**config.mk**
```make
export PLATFORM = sky130hd
export DESIGN_NAME = cpu5_lsu
export DESIGN_NICKNAME = d
export VERILOG_FILES = /design/src/rtl/cpu5_lsu.sv
export SDC_FILE = /design/constraint.sdc
export NUM_CORES = 1
export LEC_CHECK = 0
export CAP_MARGIN = 20
export CELL_PAD_IN_SITES_DETAIL_PLACEMENT = 1
export CELL_PAD_IN_SITES_GLOBAL_PLACEMENT = 1
export CORE_MARGIN = 2
export CORE_UTILIZATION = 28
export DETAILED_ROUTE_END_ITERATION = 10
export PLACE_DENSITY_LB_ADDON = 0.12
export REMOVE_ABC_BUFFERS = 1
export SETUP_SLACK_MARGIN = 0.4
export SLEW_MARGIN = 20
export SYNTH_ARGS = -nofsm -noshare
export SYNTH_HDL_FRONTEND = slang
export SYNTH_SLANG_ARGS = --single-unit
```
**constraint.sdc**
```tcl
create_clock -name clk -period 1.7 [get_ports clk]
set_input_delay 0.34 -clock clk [delete_from_list [all_inputs] [get_ports clk]]
set_output_delay 0.34 -clock clk [all_outputs]
set_load 0.02 [all_outputs]
```
**src/rtl/cpu5_lsu.sv**
```systemverilog
// Load/store unit: turns a held datapath access into a valid/ready memory transaction.
// Optional misaligned-access trap enabled by defining CPU5_LSU_MISALIGN_EN.
module cpu5_lsu #(
  parameter int XLEN   = 32,
  parameter int STRB_W = XLEN / 8
) (
  input  logic              clk,
  input  logic              reset,
  input  logic              lsu_valid,
  input  logic              lsu_we,
  input  logic [2:0]        lsu_funct3,
  input  logic [XLEN-1:0]   lsu_addr,
  input  logic [XLEN-1:0]   lsu_wdata,
  output logic              lsu_stall,
  output logic              lsu_done,
  output logic [XLEN-1:0]   lsu_rdata,
  output logic              lsu_misalign,
  output logic              mem_req_valid,
  input  logic              mem_req_ready,
  output logic              mem_req_we,
  output logic [XLEN-1:0]   mem_req_addr,
  output logic [STRB_W-1:0] mem_req_wstrb,
  output logic [XLEN-1:0]   mem_req_wdata,
  input  logic              mem_rsp_valid,
  input  logic [XLEN-1:0]   mem_rsp_rdata
);

  // state  | meaning
  // S_IDLE | waiting for a new access, captures request fields
  // S_REQ  | presenting the captured request until memory accepts it
  // S_RESP | load accepted, waiting for the read response
  typedef enum logic [1:0] {
    S_IDLE = 2'd0,
    S_REQ  = 2'd1,
    S_RESP = 2'd2
  } state_t;

  state_t              state_q, state_d;
  logic                we_q, we_d;
  logic [2:0]          funct3_q, funct3_d;
  logic [XLEN-1:0]     addr_q, addr_d;
  logic [STRB_W-1:0]   wstrb_q, wstrb_d;
  logic [XLEN-1:0]     wdata_q, wdata_d;
  logic                done_q, done_d;
  logic                misalign_q, misalign_d;
  logic [XLEN-1:0]     rdata_q, rdata_d;

  logic                is_byte;
  logic                is_half;
  logic [STRB_W-1:0]   strb_new;
  logic [XLEN-1:0]     wdata_new;
  logic                misalign_new;
  logic [7:0]          rsp_byte;
  logic [15:0]         rsp_half;
  logic [XLEN-1:0]     load_ext;

  // Unsupported size encodings fall through to word accesses.
  assign is_byte = (lsu_funct3[1:0] == 2'b00);
  assign is_half = (lsu_funct3[1:0] == 2'b01);

  always_comb begin
    strb_new  = 4'b1111;
    wdata_new = lsu_wdata;
    if (is_byte) begin
      wdata_new = {4{lsu_wdata[7:0]}};
      case (lsu_addr[1:0])
        2'b00:   strb_new = 4'b0001;
        2'b01:   strb_new = 4'b0010;
        2'b10:   strb_new = 4'b0100;
        default: strb_new = 4'b1000;
      endcase
    end else if (is_half) begin
      wdata_new = {2{lsu_wdata[15:0]}};
      strb_new  = lsu_addr[1] ? 4'b1100 : 4'b0011;
    end
  end

`ifdef CPU5_LSU_MISALIGN_EN
  assign misalign_new = (is_half & lsu_addr[0]) |
                        (!is_byte & !is_half & (lsu_addr[1:0] != 2'b00));
`else
  assign misalign_new = 1'b0;
`endif

  always_comb begin
    case (addr_q[1:0])
      2'b00:   rsp_byte = mem_rsp_rdata[7:0];
      2'b01:   rsp_byte = mem_rsp_rdata[15:8];
      2'b10:   rsp_byte = mem_rsp_rdata[23:16];
      default: rsp_byte = mem_rsp_rdata[31:24];
    endcase
    rsp_half = addr_q[1] ? mem_rsp_rdata[31:16] : mem_rsp_rdata[15:0];
  end

  always_comb begin
    case (funct3_q)
      3'b000:  load_ext = {{24{rsp_byte[7]}}, rsp_byte};
      3'b100:  load_ext = {24'd0, rsp_byte};
      3'b001:  load_ext = {{16{rsp_half[15]}}, rsp_half};
      3'b101:  load_ext = {16'd0, rsp_half};
      default: load_ext = mem_rsp_rdata;
    endcase
  end

  always_comb begin
    state_d    = state_q;
    we_d       = we_q;
    funct3_d   = funct3_q;
    addr_d     = addr_q;
    wstrb_d    = wstrb_q;
    wdata_d    = wdata_q;
    rdata_d    = rdata_q;
    done_d     = 1'b0;
    misalign_d = 1'b0;
    case (state_q)
      S_IDLE: begin
        // done_q gates off the still-high valid of the access just completed
        if (lsu_valid && !done_q) begin
          we_d     = lsu_we;
          funct3_d = lsu_funct3;
          addr_d   = lsu_addr;
          wstrb_d  = strb_new;
          wdata_d  = wdata_new;
          if (misalign_new) begin
            done_d     = 1'b1;
            misalign_d = 1'b1;
          end else begin
            state_d = S_REQ;
          end
        end
      end
      S_REQ: begin
        if (mem_req_ready) begin
          if (we_q) begin
            done_d  = 1'b1;
            state_d = S_IDLE;
          end else begin
            state_d = S_RESP;
          end
        end
      end
      S_RESP: begin
        if (mem_rsp_valid) begin
          rdata_d = load_ext;
          done_d  = 1'b1;
          state_d = S_IDLE;
        end
      end
      default: state_d = S_IDLE;
    endcase
  end

  always_ff @(posedge clk) begin
    if (!reset) begin
      state_q    <= S_IDLE;
      we_q       <= 1'b0;
      funct3_q   <= 3'd0;
      addr_q     <= '0;
      wstrb_q    <= '0;
      wdata_q    <= '0;
      done_q     <= 1'b0;
      misalign_q <= 1'b0;
      rdata_q    <= '0;
    end else begin
      state_q    <= state_d;
      we_q       <= we_d;
      funct3_q   <= funct3_d;
      addr_q     <= addr_d;
      wstrb_q    <= wstrb_d;
      wdata_q    <= wdata_d;
      done_q     <= done_d;
      misalign_q <= misalign_d;
      rdata_q    <= rdata_d;
    end
  end

  assign lsu_stall     = lsu_valid & ~done_q;
  assign lsu_done      = done_q;
  assign lsu_rdata     = rdata_q;
  assign lsu_misalign  = misalign_q;
  assign mem_req_valid = (state_q == S_REQ);
  assign mem_req_we    = we_q;
  assign mem_req_addr  = {addr_q[XLEN-1:2], 2'b00};
  assign mem_req_wstrb = wstrb_q;
  assign mem_req_wdata = wdata_q;

endmodule

```
==> impl_metrics.env, run 1 <==
export IMPL_use_met3=0.06291
export IMPL_final_max_slew_viol_count=0
export IMPL_reg2reg_from="state_q[1]$_SDFFE_PN0P_"
export IMPL_hold_class="reg -> reg"
export IMPL_antenna_left=0
export IMPL_antenna_found_initial=0
export IMPL_dieWidth_um=140.3
export IMPL_grt_max_degree=26
export IMPL_status="completed"
export IMPL_final_nets=967
export IMPL_leakagePower_nw=3.547
export IMPL_yosys_mux_area_fraction=0.08255
export IMPL_syn_inst=629
export IMPL_synth_distinct_cells=47
export IMPL_hold_path_depth=2
export IMPL_cts_tree="done"
export IMPL_clock_latency_ns=0.36
export IMPL_synth_xor_area_share=0
export IMPL_synth_adder_area_share=0.007220
export IMPL_grt_first_pass_wirelength_um=33310
export IMPL_worst_pin_slew_ns=0.5295
export IMPL_start_kind="register"
export IMPL_ys_warn_count=0
export IMPL_synth_edff_count=0
export IMPL_cts_buffers_inserted=9
export IMPL_cts_buffer_depth=2
export IMPL_yosys_register_bits=107
export IMPL_mostFrequentLayoutCells="clkdlybuf4s50_1 (101), buf_2 (99), dfxtp_1 (95), nand2_1 (89), buf_4 (53)"
export IMPL_wl_per_cell_um=20.06
export IMPL_dp_hpwl_um=14280
export IMPL_grt_pass1_vias=6169
export IMPL_clock_sinks=107
export IMPL_vias=5594
export IMPL_synth_area_um2=5199
export IMPL_avgSynthCellArea_um2=8.265
export IMPL_clockRootBuffer="clkbuf_16"
export IMPL_yosys_area_top_type_share=0.4120
export IMPL_post_route_drc_count=0
export IMPL_end_kind="register"
export IMPL_area_delta_synth_final_pct=65.99
export IMPL_setup_viol_count_final=0
export IMPL_clock_skew_ns=0.007164
export IMPL_crit_fanout=6
export IMPL_holdPathEnd="mem_req_wdata[0]$_SDFFE_PN0P_"
export IMPL_rrSetupSlack_ns=0.18
export IMPL_numPortBuffers=206
export IMPL_whs_ns=0.4543
export IMPL_fmax_mhz=657.5
export IMPL_power_total_w=0.009427
export IMPL_grt_util_met2=0.3811
export IMPL_busiest_layer="met2"
export IMPL_synth_top_family_by_area="compound AO/OA/AOI/OAI gates"
export IMPL_rsz0062_at_grt="yes"
export IMPL_core_area_um2=18090
export IMPL_vias_per_cell=5.118
export IMPL_htreeDepth=3
export IMPL_period_share=0.8946
export IMPL_grt_use_total=0.2145
export IMPL_place_gp_congestion=0.7960
export IMPL_met1_usage=0.2444
export IMPL_mostFrequentLayoutCell="clkdlybuf4s50_1"
export IMPL_finalHoldViolations=0
export IMPL_setup_tns_ns=0
export IMPL_cp_data_arrival_time_ns=1.79
export IMPL_die_area_um2=19670
export IMPL_cts_hold_buffers=0
export IMPL_start_util=0.2874
export IMPL_maxCapViolations=0
export IMPL_die_h_um=140.3
export IMPL_ios=210
export IMPL_ir_drop_mv=0.5407
export IMPL_gr_total_overflow=0
export IMPL_drive_above_1_share=0.4178
export IMPL_first_pass_iters=4
export IMPL_antenna_cells=0
export IMPL_reg2reg_depth=7
export IMPL_critical_path_class="reg -> reg"
export IMPL_wl_um=21920
export IMPL_synth_top_cell_by_area="dfxtp_1"
export IMPL_synthSimpleGateAreaFrac=0.1942
export IMPL_seq_area_frac_synth=0.4120
export IMPL_synth_ff_type="dfxtp_1"
export IMPL_path_clk_slew_ns=0.07
export IMPL_synth_compound_area_frac=0.2005
export IMPL_yosys_top_cells_area="dfxtp_1 (41%), nand2_1 (8.4%), o21ai_0 (6.5%)"
export IMPL_async_reset_ff_frac=0
export IMPL_worstPathRequired_ns=1.97
export IMPL_rows=49
export IMPL_cellPowerDensity_nw_per_um2=1092
export IMPL_period_minus_slack_ns=1.521
export IMPL_drtIter0Drc=199
export IMPL_slew_limit_headroom=0.6466
export IMPL_timing_rr_end="mem_req_wdata[10]$_SDFFE_PN0P_"
export IMPL_hold_start="mem_req_wdata[0]$_SDFFE_PN0P_"
-- Yosys cell counts, types with 12 or more instances --
master,instances
clkbuf_1,34
nor3_1,24
nor2_1,18
buf_4,34
o21ai_0,67
nand4b_1,12
a21oi_1,55
dfxtp_1,107
mux2_2,15
mux2i_1,23
nand2_1,116
buf_2,15
-- what timing repair did --
action                                  CTS  global route
endpoints found under the setup margin  209           118
pin swaps                                16            42
cloned                                    9             5
resized for setup                       480           131
buffers inserted                         13             9
-- sequential cells by signal, summed over array words and instances (netlist names) --
register	flops
state_q	2
lsu_done	1
funct3_q	3
addr_q	32
mem_req_we	1
mem_req_wstrb	4
mem_req_wdata	32
lsu_rdata	32
-- logic make-up after synthesis --
kind of cell | count (synthesis)
AOI/OAI and AO/OA | 171
adders and majority gates | 3
buffers and inverters | 99
DFF | 107
muxes | 40
other | 1
and+or+nand+nor | 208
-- worst max-delay path by stage --
stage                                endpoint                    start  cells past startpoint  slack, ns
6_report       mem_req_wdata[10]$_SDFFE_PN0P_  state_q[1]$_SDFFE_PN0P_                      7       0.18
5_1_grt            lsu_rdata[13]$_SDFFE_PN0P_  state_q[1]$_SDFFE_PN0P_                      6       0.12
4_1_cts               state_q[0]$_SDFFE_PN0P_  state_q[0]$_SDFFE_PN0P_                      5       0.17
3_5_place_dp   mem_req_wdata[25]$_SDFFE_PN0P_                lsu_valid                      6      -0.24
3_3_place_gp                        lsu_stall                lsu_valid                      4      -0.23
2_1_floorplan  mem_req_wdata[29]$_SDFFE_PN0P_  state_q[0]$_SDFFE_PN0P_                      5      -1.02
-- layer usage --
layer / wire (µm) / vias to the layer above / share of wire
met5: 0 / - / 0
met4: 507 / 0 / 0.023
met3: 1574 / 37 / 0.072
met2: 11160 / 186 / 0.51
met1: 8677 / 2719 / 0.40
li1: - / 2652 / -
-- power by group --
group	total [W]	switching, W	leakage (nW)	internal [W]
clock network	0.00221	0.00105	0.141	0.00116
logic	0.00411	0.00210	2.52	0.00201
registers	0.00311	0.000243	0.881	0.00286
total	0.00943	0.00339	3.55	0.00604
-- cell type report --
cell class / count / area, µm²
fill: 2081 / 9457
multi-input combinational: 425 / 2995
timing repair buffer: 304 / 2838
sequential: 107 / 2157
tap: 229 / 286.5
clock buffer: 10 / 229.0
clock inverter: 6 / 73.82
inverter: 12 / 50.05
-- metrics by stage --
| step | setup WS (ns) | cells | area, µm² | utilization |
|---|---|---|---|---|
| after CTS | 0.1656 | 1079 | 8075 | 0.4465 |
| after global placement | -0.2267 | 1041 | 7645 | 0.4227 |
| after floorplan | -1.015 | 544 | 4717 | - |
| final | 0.1792 | 1093 | 8630 | 0.4771 |
| after global routing | 0.1162 | 1093 | 8630 | 0.4771 |
| after detailed placement | -0.2434 | 1041 | 7645 | 0.4227 |
-- worst max-delay path: stages, from the launching register on --
cell and delay, ns:
dfxtp_2 0.36, inv_4 0.05, ha_4 0.15, and3b_2 0.23
buf_12 0.15, buf_8 0.13, buf_16 0.14, a311oi_2 0.22
Note: power is estimated with default switching activity, not from simulation.
==> run 2: changes to the inputs <==
--- a/config.mk
+++ b/config.mk
@@ -9,7 +9,8 @@
 export CELL_PAD_IN_SITES_DETAIL_PLACEMENT = 1
 export CELL_PAD_IN_SITES_GLOBAL_PLACEMENT = 1
 export CORE_MARGIN = 2
-export CORE_UTILIZATION = 28
+export CORE_UTILIZATION = 29
+export CTS_BUF_LIST = sky130_fd_sc_hd__clkbuf_4 sky130_fd_sc_hd__clkbuf_8
 export DETAILED_ROUTE_END_ITERATION = 10
 export PLACE_DENSITY_LB_ADDON = 0.12
 export REMOVE_ABC_BUFFERS = 1
==> impl_metrics.env, run 2 (synthesis gave the netlist of run 1 again) <==
export IMPL_crit_fanout=6
export IMPL_grt_max_degree=29
export IMPL_cts_tree="done"
export IMPL_worst_slack_ns=0.1630
export IMPL_cp_data_arrival_time_ns=1.80
export IMPL_final_max_slew_viol_count=0
export IMPL_end_kind="register"
export IMPL_finalHoldViolations=0
export IMPL_numPortBuffers=206
export IMPL_maxCapViolations=0
export IMPL_start_kind="register"
export IMPL_wl_um=21610
export IMPL_dpl_cell_count=1033
export IMPL_htreeDepth=3
export IMPL_vias=5516
export IMPL_antenna_left=0
export IMPL_ir_drop_mv=0.5208
export IMPL_mostFrequentLayoutCell="clkdlybuf4s50_1"
export IMPL_cellPowerDensity_nw_per_um2=1072
export IMPL_critPathTopFamily="buffers and inverters"
export IMPL_gr_total_overflow=0
export IMPL_rrSetupSlack_ns=0.16
export IMPL_status="completed"
export IMPL_rows=48
export IMPL_first_pass_iters=5
export IMPL_grt_first_pass_wirelength_um=31040
export IMPL_mostFrequentLayoutCells="clkdlybuf4s50_1 (102), dfxtp_1 (82), buf_2 (73), nand2_1 (72), buf_4 (66)"
export IMPL_grt_use_total=0.2117
export IMPL_clockRootBuffer="clkbuf_8"
export IMPL_preCtsSetupSlack_ns=-0.3317
export IMPL_critical_path_class="reg -> reg"
export IMPL_period_share=0.9041
export IMPL_cp_cell_sequence="buf_6 -> ha_4 -> buf_6 -> buf_4 -> buf_4 -> and4_1 -> o21ai_1 -> o221ai_1"
export IMPL_clock_skew_ns=0.01510
export IMPL_path_clk_slew_ns=0.10
export IMPL_dieWidth_um=137.9
export IMPL_wl_per_cell_um=20.03
export IMPL_setup_tns_ns=0
export IMPL_cts_buffers_inserted=9
export IMPL_final_cells=1079
export IMPL_drtIter0Drc=210
export IMPL_clock_latency_ns=0.39
export IMPL_clock_sinks=107
export IMPL_ios=210
export IMPL_cts_hold_buffers=0
export IMPL_antenna_cells=0
export IMPL_period_minus_slack_ns=1.537
export IMPL_post_route_drc_count=0
export IMPL_vias_per_cell=5.112
export IMPL_place_gp_congestion=0.7860
export IMPL_cp_slowest_cell="dfxtp_2"
export IMPL_drive_above_1_share=0.4590
export IMPL_cts_buffer_depth=2
export IMPL_hold_class="reg -> reg"
export IMPL_grt_pass1_vias=5736
export IMPL_start_util=0.2985
export IMPL_antenna_found_initial=0
export IMPL_leakagePower_nw=3.697
export IMPL_dp_hpwl_um=14200
export IMPL_worstPathRequired_ns=1.96
export IMPL_path_buf_inv=4
export IMPL_core_area_um2=17420
export IMPL_area_delta_synth_final_pct=70.20
export IMPL_fin_util=0.5080
export IMPL_die_area_um2=19010
export IMPL_final_nets=957
export IMPL_setup_viol_count_final=0
export IMPL_rsz0062_at_grt="yes"
export IMPL_fmax_mhz=650.6
export IMPL_slowest_delay_ns=0.34
export IMPL_die_h_um=137.9
run 2: worst reg2reg max path, cell delays in order (launching register included):
cell and delay (ns):
dfxtp_2 0.34, buf_6 0.11, ha_4 0.17, buf_6 0.12, buf_4 0.14, buf_4 0.13
and4_1 0.18, o21ai_1 0.12, o221ai_1 0.12
run 2: per-layer routing:
layer,GRT usage,wire length [µm]
met3,0.06542,1504
met2,0.3526,10710
met5,0,0
met1,0.2592,9044
met4,0.07200,347
run 2: area by class of cell:
| cell class | count | area [µm²] |
|---|---|---|
| Fill cell | 1978 | 8568 |
| Sequential cell | 107 | 2178 |
| Inverter | 12 | 50.05 |
| Tap cell | 225 | 281.5 |
| Multi-Input combinational cell | 425 | 3278 |
| Clock inverter | 4 | 97.59 |
| Timing Repair Buffer | 294 | 2810 |
| Clock buffer | 12 | 152.6 |
run 2: worst paths after layout:
kind	to	start	cells after the start
setup / recovery	lsu_rdata[3]$_SDFFE_PN0P_	state_q[1]$_SDFFE_PN0P_	8
setup reg to reg	lsu_rdata[3]$_SDFFE_PN0P_	state_q[1]$_SDFFE_PN0P_	8
hold / removal	mem_req_wdata[3]$_SDFFE_PN0P_	mem_req_wdata[3]$_SDFFE_PN0P_	2
hold reg to reg	mem_req_wdata[3]$_SDFFE_PN0P_	mem_req_wdata[3]$_SDFFE_PN0P_	2
run 2: report_power, final:
part	internal [W]	switching [W]	leakage, nW
registers	0.00288	0.000256	0.886
logic	0.00211	0.00226	2.69
clock network	0.00105	0.000933	0.124
total	0.00604	0.00345	3.70
run 2: repair_timing:
item | CTS | global route
gates resized for setup | 529 | 197
pin swaps | 33 | 80
buffers inserted | 13 | 3
setup endpoints to repair | 208 | 140
gates cloned | 6 | 8
run 2: through the flow:
step           hold slack [ns]  cell area [µm²]  total power (W)
2_1_floorplan           0.4521             4717         0.004486
3_3_place_gp            0.4427             7610         0.006106
3_5_place_dp            0.4499             7610         0.006201
4_1_cts                 0.4625             7994         0.008651
5_1_grt                 0.4812             8848         0.009936
6_report                0.4637             8848         0.009488
